$ cat src/rtl/serial_word_loader.sv
// rtl/serial_word_loader.sv - parallel-to-serial MSB-first frame loader with one-word holding buffer
// Optional PARITY_EN macro appends an even-parity bit after the LSB of every frame.
module serial_word_loader #(
    parameter int WIDTH      = 8,
    parameter int GAP_CYCLES = 2
) (
    input  logic             clk,
    input  logic             rst,
    input  logic [WIDTH-1:0] pi,
    input  logic             pi_valid,
    output logic             pi_ready,
    output logic             si,
    output logic             busy,
    output logic             done
);

    localparam logic [1:0] S_IDLE  = 2'd0;
    localparam logic [1:0] S_SHIFT = 2'd1;
    localparam logic [1:0] S_GAP   = 2'd2;

`ifdef PARITY_EN
    localparam int FRAME_LEN = WIDTH + 1;
`else
    localparam int FRAME_LEN = WIDTH;
`endif
    localparam int BW = $clog2(FRAME_LEN + 1);
    localparam int GW = (GAP_CYCLES > 0) ? $clog2(GAP_CYCLES + 1) : 1;

    logic [1:0]           state, state_n;
    logic [WIDTH-1:0]     buf_q;
    logic                 buf_full, buf_full_n;
    logic [FRAME_LEN-1:0] shreg, shreg_n, frame;
    logic [BW-1:0]        bit_cnt, bit_cnt_n;
    logic [GW-1:0]        gap_cnt, gap_cnt_n;
    logic                 si_n, accept, load, frame_end, gap_end;

    function automatic logic [FRAME_LEN-1:0] make_frame(input logic [WIDTH-1:0] w);
`ifdef PARITY_EN
        return {w, ^w};
`else
        return w;
`endif
    endfunction

    // Gated by rst so the upstream sees "not ready" for as long as reset is held.
    assign pi_ready  = !buf_full && !rst;
    assign accept    = pi_valid && pi_ready;
    assign frame_end = (state == S_SHIFT) && (bit_cnt == BW'(FRAME_LEN));
    assign gap_end   = (state == S_GAP) && (gap_cnt == GW'(GAP_CYCLES));
    // A waiting word is loaded straight out of the frame end (no gap) or gap end, keeping the gap exact.
    assign load      = buf_full && ((state == S_IDLE) || (frame_end && (GAP_CYCLES == 0)) || gap_end);

    always_comb begin
        state_n   = state;
        shreg_n   = shreg;
        bit_cnt_n = bit_cnt;
        gap_cnt_n = gap_cnt;
        si_n      = 1'b0;
        frame     = make_frame(buf_q);
        if (load) begin
            si_n      = frame[FRAME_LEN-1];
            shreg_n   = frame << 1;
            bit_cnt_n = BW'(1);
            gap_cnt_n = '0;
            state_n   = S_SHIFT;
        end else begin
            case (state)
                S_SHIFT: begin
                    if (frame_end) begin
                        bit_cnt_n = '0;
                        if (GAP_CYCLES > 0) begin
                            state_n   = S_GAP;
                            gap_cnt_n = GW'(1);
                        end else begin
                            state_n = S_IDLE;
                        end
                    end else begin
                        si_n      = shreg[FRAME_LEN-1];
                        shreg_n   = shreg << 1;
                        bit_cnt_n = bit_cnt + BW'(1);
                    end
                end
                S_GAP: begin
                    if (gap_end) begin
                        state_n   = S_IDLE;
                        gap_cnt_n = '0;
                    end else begin
                        gap_cnt_n = gap_cnt + GW'(1);
                    end
                end
                default: state_n = S_IDLE;
            endcase
        end
        buf_full_n = accept ? 1'b1 : (load ? 1'b0 : buf_full);
    end

    always_ff @(posedge clk) begin
        if (rst) begin
            state    <= S_IDLE;
            buf_q    <= '0;
            buf_full <= 1'b0;
            shreg    <= '0;
            bit_cnt  <= '0;
            gap_cnt  <= '0;
            si       <= 1'b0;
            busy     <= 1'b0;
            done     <= 1'b0;
        end else begin
            state    <= state_n;
            buf_full <= buf_full_n;
            shreg    <= shreg_n;
            bit_cnt  <= bit_cnt_n;
            gap_cnt  <= gap_cnt_n;
            si       <= si_n;
            busy     <= (state_n != S_IDLE);
            done     <= (state_n == S_SHIFT) && (bit_cnt_n == BW'(FRAME_LEN));
            if (accept) begin
                buf_q <= pi;
            end
        end
    end

endmodule

$ cat config.mk
export PLATFORM = sky130hd
export DESIGN_NAME = serial_word_loader
export DESIGN_NICKNAME = d
export VERILOG_FILES = /design/src/rtl/serial_word_loader.sv
export SDC_FILE = /design/constraint.sdc
export NUM_CORES = 1
export LEC_CHECK = 0
export CAP_MARGIN = 20
export CORE_MARGIN = 2
export CORE_UTILIZATION = 59
export CTS_BUF_LIST = sky130_fd_sc_hd__clkbuf_4 sky130_fd_sc_hd__clkbuf_8
export DETAILED_ROUTE_END_ITERATION = 8
export PLACE_DENSITY = 0.95
export SLEW_MARGIN = 10
export SYNTH_ARGS = -nofsm -noshare
export SYNTH_HDL_FRONTEND = slang
export SYNTH_SLANG_ARGS = --single-unit
$ cat constraint.sdc
create_clock -name clk -period 4 [get_ports clk]
set_input_delay 1.2 -clock clk [delete_from_list [all_inputs] [get_ports clk]]
set_output_delay 1.2 -clock clk [all_outputs]
set_load 0.1 [all_outputs]
# Word level (Yosys, flattened, before mapping)
# Cells that the tools add are included.
# classes
add_sub_neg,2
n_eq_ne,8
mux,18
n_reduce_logical,17
# op_table
cell,n
$mux 8,3
$mux 4,3
$mux 2,5
$eq 4x4->1 const B,2
$pmux 2 s2,2
$reduce_bool 2->1,4
$logic_and 1x1->1,6
$mux 1,5
$add 4x1->4 const B,1
$eq 2x1->1 const B,2
$eq 2x2->1 const B,2
$ne 2x2->1 const B,2
$reduce_and 2->1,2
$add 2x1->2 const B,1
$logic_not 1->1,2
$logic_not 2->1,1
$reduce_or 2->1,1
$logic_or 1x1->1,1
# word_totals
reg_bits,27
input_bits,11
output_inout_bits,4
word_cells,54

# Longest topological paths before layout
# logic_depth
ltp_word,7
mapped_depth,7
mapped_depth_nobuf,6

# Worst setup path before layout
# No wires, ideal clock.
# synth_timing
path_kind,input port to output port
start,in rst
end,out pi_ready
arrival_ns,2.857
t_required_ns,2.800
setup_slack_ns,-0.057
path_stages,3
path_buffers,2
cell_sequence,clkbuf_1 clkbuf_1 nor2_1
# synth_between
elab_chain_cells,2
# synth_lines
element,line_no,rtl
from (decl),8,"input logic rst,"
$logic_not 1->1,46,assign pi_ready = !buf_full && !rst;
$logic_and 1x1->1,46,
to (decl),11,"output logic pi_ready,"
# Every way passes these cells.

# Worst setup path in the final report
# Same ends and word-level chain as after synthesis.

==> summary.md <==
| Metric | Value |
|---|---|
| Status | completed |
| Max-Cap Viols | 0 |
| HP Class | flip-flop to flip-flop |
| Slew margin rel. | 35.7% |
| Max-slew violations | 0 |
| Fillers | 147 |
| FF-to-FF Start | state[0] |
| GRT Overall Usage | 22.8% |
| Avg WL per Cell | 14.3 um |
| Critical path peak fanout | 2 |
| Final Net Count | 174 |
| Largest area contributor in the netlist | dfxtp_1 |
| Initial antenna violation count | 0 |
| Netlist cell types | 37 |
| Largest net degree at the start of global routing | 22 |
| H-tree depth | 1 |
| CTS sink count | 27 |
| Antenna cell count | 0 |
| Cell Area, Synth | 0.00127 mm^2 |
| PwrDens | 356 mW/mm^2 |
| Vias in the first global route | 1024 |
| Worst EP required | 2.80 ns |
| Yosys top cell area share | 42.4% |
| Clock slew at reported path FFs | 0.15 ns |
| TritonCTS clock tree | built |
| Final core utilization | 72.4% |
| R2r setup slk | 1.66 ns |
| Number of synthesized register bits | 27 |
| Sequential share of power | 57.2% |
| Synth Area per Inst | 8.72 um^2 |
| Via density | 5.93 |
| Clk_lat worst skew | 0.33 ns |
| Crit-path cells | clkdlybuf4s50_1 -> nor2_2 -> buf_12 |
| Max IR drop VDD | 0.000253 V |
| Drt pass-1 iters | 4 |
| Post-synth EDFFs | 0 |
| Setup bufs post-CTS | 0 |
| Area grow syn2layout | 13.8% |
| Sw Ratio | 28.7% |
| CTS Buf Count | 3 |
| Critical path class | input pin to primary output |
| Initial DRC Count | 43 |
| Minimum clock period | 3.19 ns |
| Worst Setup SP | rst |
| Row cnt | 16 |
| Die area | 0.00255 mm^2 |
| RSZ-0062 raised after global routing | no |
| Comb pwr share | 17.8% |
| Routed Wire Length | 2.63 mm |
| GP Congestion | 0.880 |
| CP max stage delay | 0.45 ns |
| Synth warn | 0 |
| R2r endpoint | gap_cnt[0] |
| Starting Density | 63.6% |
| FF-to-FF path depth | 6 |
| Clock Skew | 0.00717 ns |
| Port Buffers | 14 |
| Core area | 0.00200 mm^2 |
| ANT nets after route | 0 |
| CP Data Arrival Time | 1.99 ns |
| Worst-margin pin slew | 0.961 ns |
| Die Y | 50.5 um |
| Post-DP HPWL | 1.81 mm |
| PostCTS Resize Cnt | 0 |
| Sequential share of the synthesized area | 42.4% |
| Root Driver | clkbuf_4 |
| Cell count after synthesis | 146 |
| Slowest CP cell | clkdlybuf4s50_1 |
| Vias | 1092 |
| DRC Markers | 0 |
| Final setup fails | 0 |
| Leakage | 0.546 nW |
| NetSw | 0.148 mW |
| Hold_sp | buf_q[7] |
| Worst Setup End Kind | primary output |
| Startpoint types | input pin |
| CTS max path bufs | 2 |
| Post-Route Setup TNS | 0 ns |
| Share of cells above drive strength 1 | 6.37% |
| Worst hold margin | 0.463 ns |
| Final Hold Violating Endpoints | 0 |
| # IOs | 15 |
| Clk pwr share | 24.9% |
| Fmax | 313 MHz |
| # hold bufs at CTS | 0 |
| Design Area, Final | 0.00145 mm^2 |
| Placed Area | 0.00142 mm^2 |
| First-pass GRT wire length | 4.41 mm |
| Global route overflow | 0 |
| Die Wd | 50.5 um |
| Internal power | 0.368 mW |
| Async SR Flop Fraction | 0% |
| Predominant post-synthesis flop cell | dfxtp_1 |
| Top cells by area, synth | dfxtp_1 (42%), mux2i_1 (7.1%), nor2_1 (6.2%) |
| Setup crit end | pi_ready |
| Synthesized Nets | 162 |
| Part of the cycle the worst path needs | 79.8% |
final cells by class:
| type | instances | area (um^2) | share of cell area [%] |
|---|---|---|---|
| clock buffer | 4 | 30.0 | 2.07 |
| timing repair buffer | 15 | 158 | 10.9 |
| multi-input combinational | 105 | 664 | 45.9 |
| inverter | 6 | 22.5 | 1.55 |
| tap | 27 | 33.8 | 2.33 |
| sequential | 27 | 541 | 37.3 |
cells in the mapped netlist (2+ instances only):
| cell type | n |
|---|---|
| dfxtp_1 | 27 |
| ha_1 | 5 |
| a211oi_1 | 7 |
| buf_4 | 2 |
| inv_1 | 6 |
| nand3_1 | 2 |
| buf_2 | 3 |
| nand4_1 | 2 |
| nor2_1 | 21 |
| nand2_1 | 14 |
| nand2b_1 | 2 |
| o21ai_0 | 6 |
| a21oi_1 | 12 |
| a31oi_1 | 3 |
| o21ai_1 | 3 |
| clkbuf_1 | 2 |
| mux2i_1 | 9 |
flip-flops by register name, indices dropped and copies added, names as in the netlist:
register / count
bit_cnt: 4
buf_full: 1
buf_q: 8
busy: 1
done: 1
gap_cnt: 2
shreg: 7
si: 1
state: 2
cell usage in the layout (no fill, tap or decap), types with 3 or more instances in the layout:
cell type | netlist | final
a211oi_1 | 7 | 7
a21oi_1 | 12 | 12
a31oi_1 | 3 | 3
clkbuf_4 | 0 | 4
clkdlybuf4s50_1 | 0 | 13
dfxtp_1 | 27 | 27
ha_1 | 5 | 5
inv_1 | 6 | 6
mux2i_1 | 9 | 9
nand2_1 | 14 | 14
nor2_1 | 21 | 20
o21ai_0 | 6 | 6
o21ai_1 | 3 | 3
per-stage QoR:
| step | worst slack (ns) | total power, mW | instances |
|---|---|---|---|
| 6_report | 0.809 | 0.516 | 184 |
| 5_1_grt | 0.774 | 0.533 | 184 |
| 4_1_cts | 0.793 | 0.516 | 184 |
| 3_5_place_dp | 0.798 | 0.392 | 180 |
| 3_3_place_gp | 0.807 | 0.386 | 180 |
| 2_1_floorplan | 0.402 | 0.366 | 146 |
metal layers:
layer  global-route usage, %  wire [um]  vias up
met5                       0          0        -
met2                    38.2       1270       41
met1                    28.9       1160      504
li1                        -          -      539
met3                    2.68        143        8
met4                    11.7         59        0
how the worst min path moves through the flow:
| stage | endpoint | slack (ns) | depth (start not counted) |
|---|---|---|---|
| finish | si | 0.46 | 2 |
| global route | shreg[3] | 0.50 | 2 |
| CTS | si | 0.47 | 2 |
| detailed placement | shreg[2] | 0.45 | 2 |
| global placement | shreg[1] | 0.44 | 2 |
| floorplan | shreg[1] | 0.43 | 2 |
critical path: cells and delay by family:
family / cells / cell delay (ns)
buffers and inverters: 2 / 0.64
AND/OR/NAND/NOR: 1 / 0.15
power by group through the flow:
stage	sequential, mW	clock, mW	combinational, mW
detailed placement	0.301	0	0.0908
global placement	0.300	0	0.0865
global route	0.297	0.136	0.100
floorplan	0.304	0	0.0618
finish	0.295	0.129	0.0919
CTS	0.295	0.130	0.0914
kinds of logic (layout without fill, tap and decap cells):
| family | Yosys count | in the layout | synth area share (%) |
|---|---|---|---|
| mux | 9 | 9 | 7.07 |
| fa+ha+maj | 5 | 5 | 4.91 |
| compound gates | 40 | 40 | 20.0 |
| simple gates | 51 | 51 | 19.9 |
| buf+inv | 14 | 25 | 5.60 |
| flops | 27 | 27 | 42.4 |
Power figures use the tool's default switching activity.
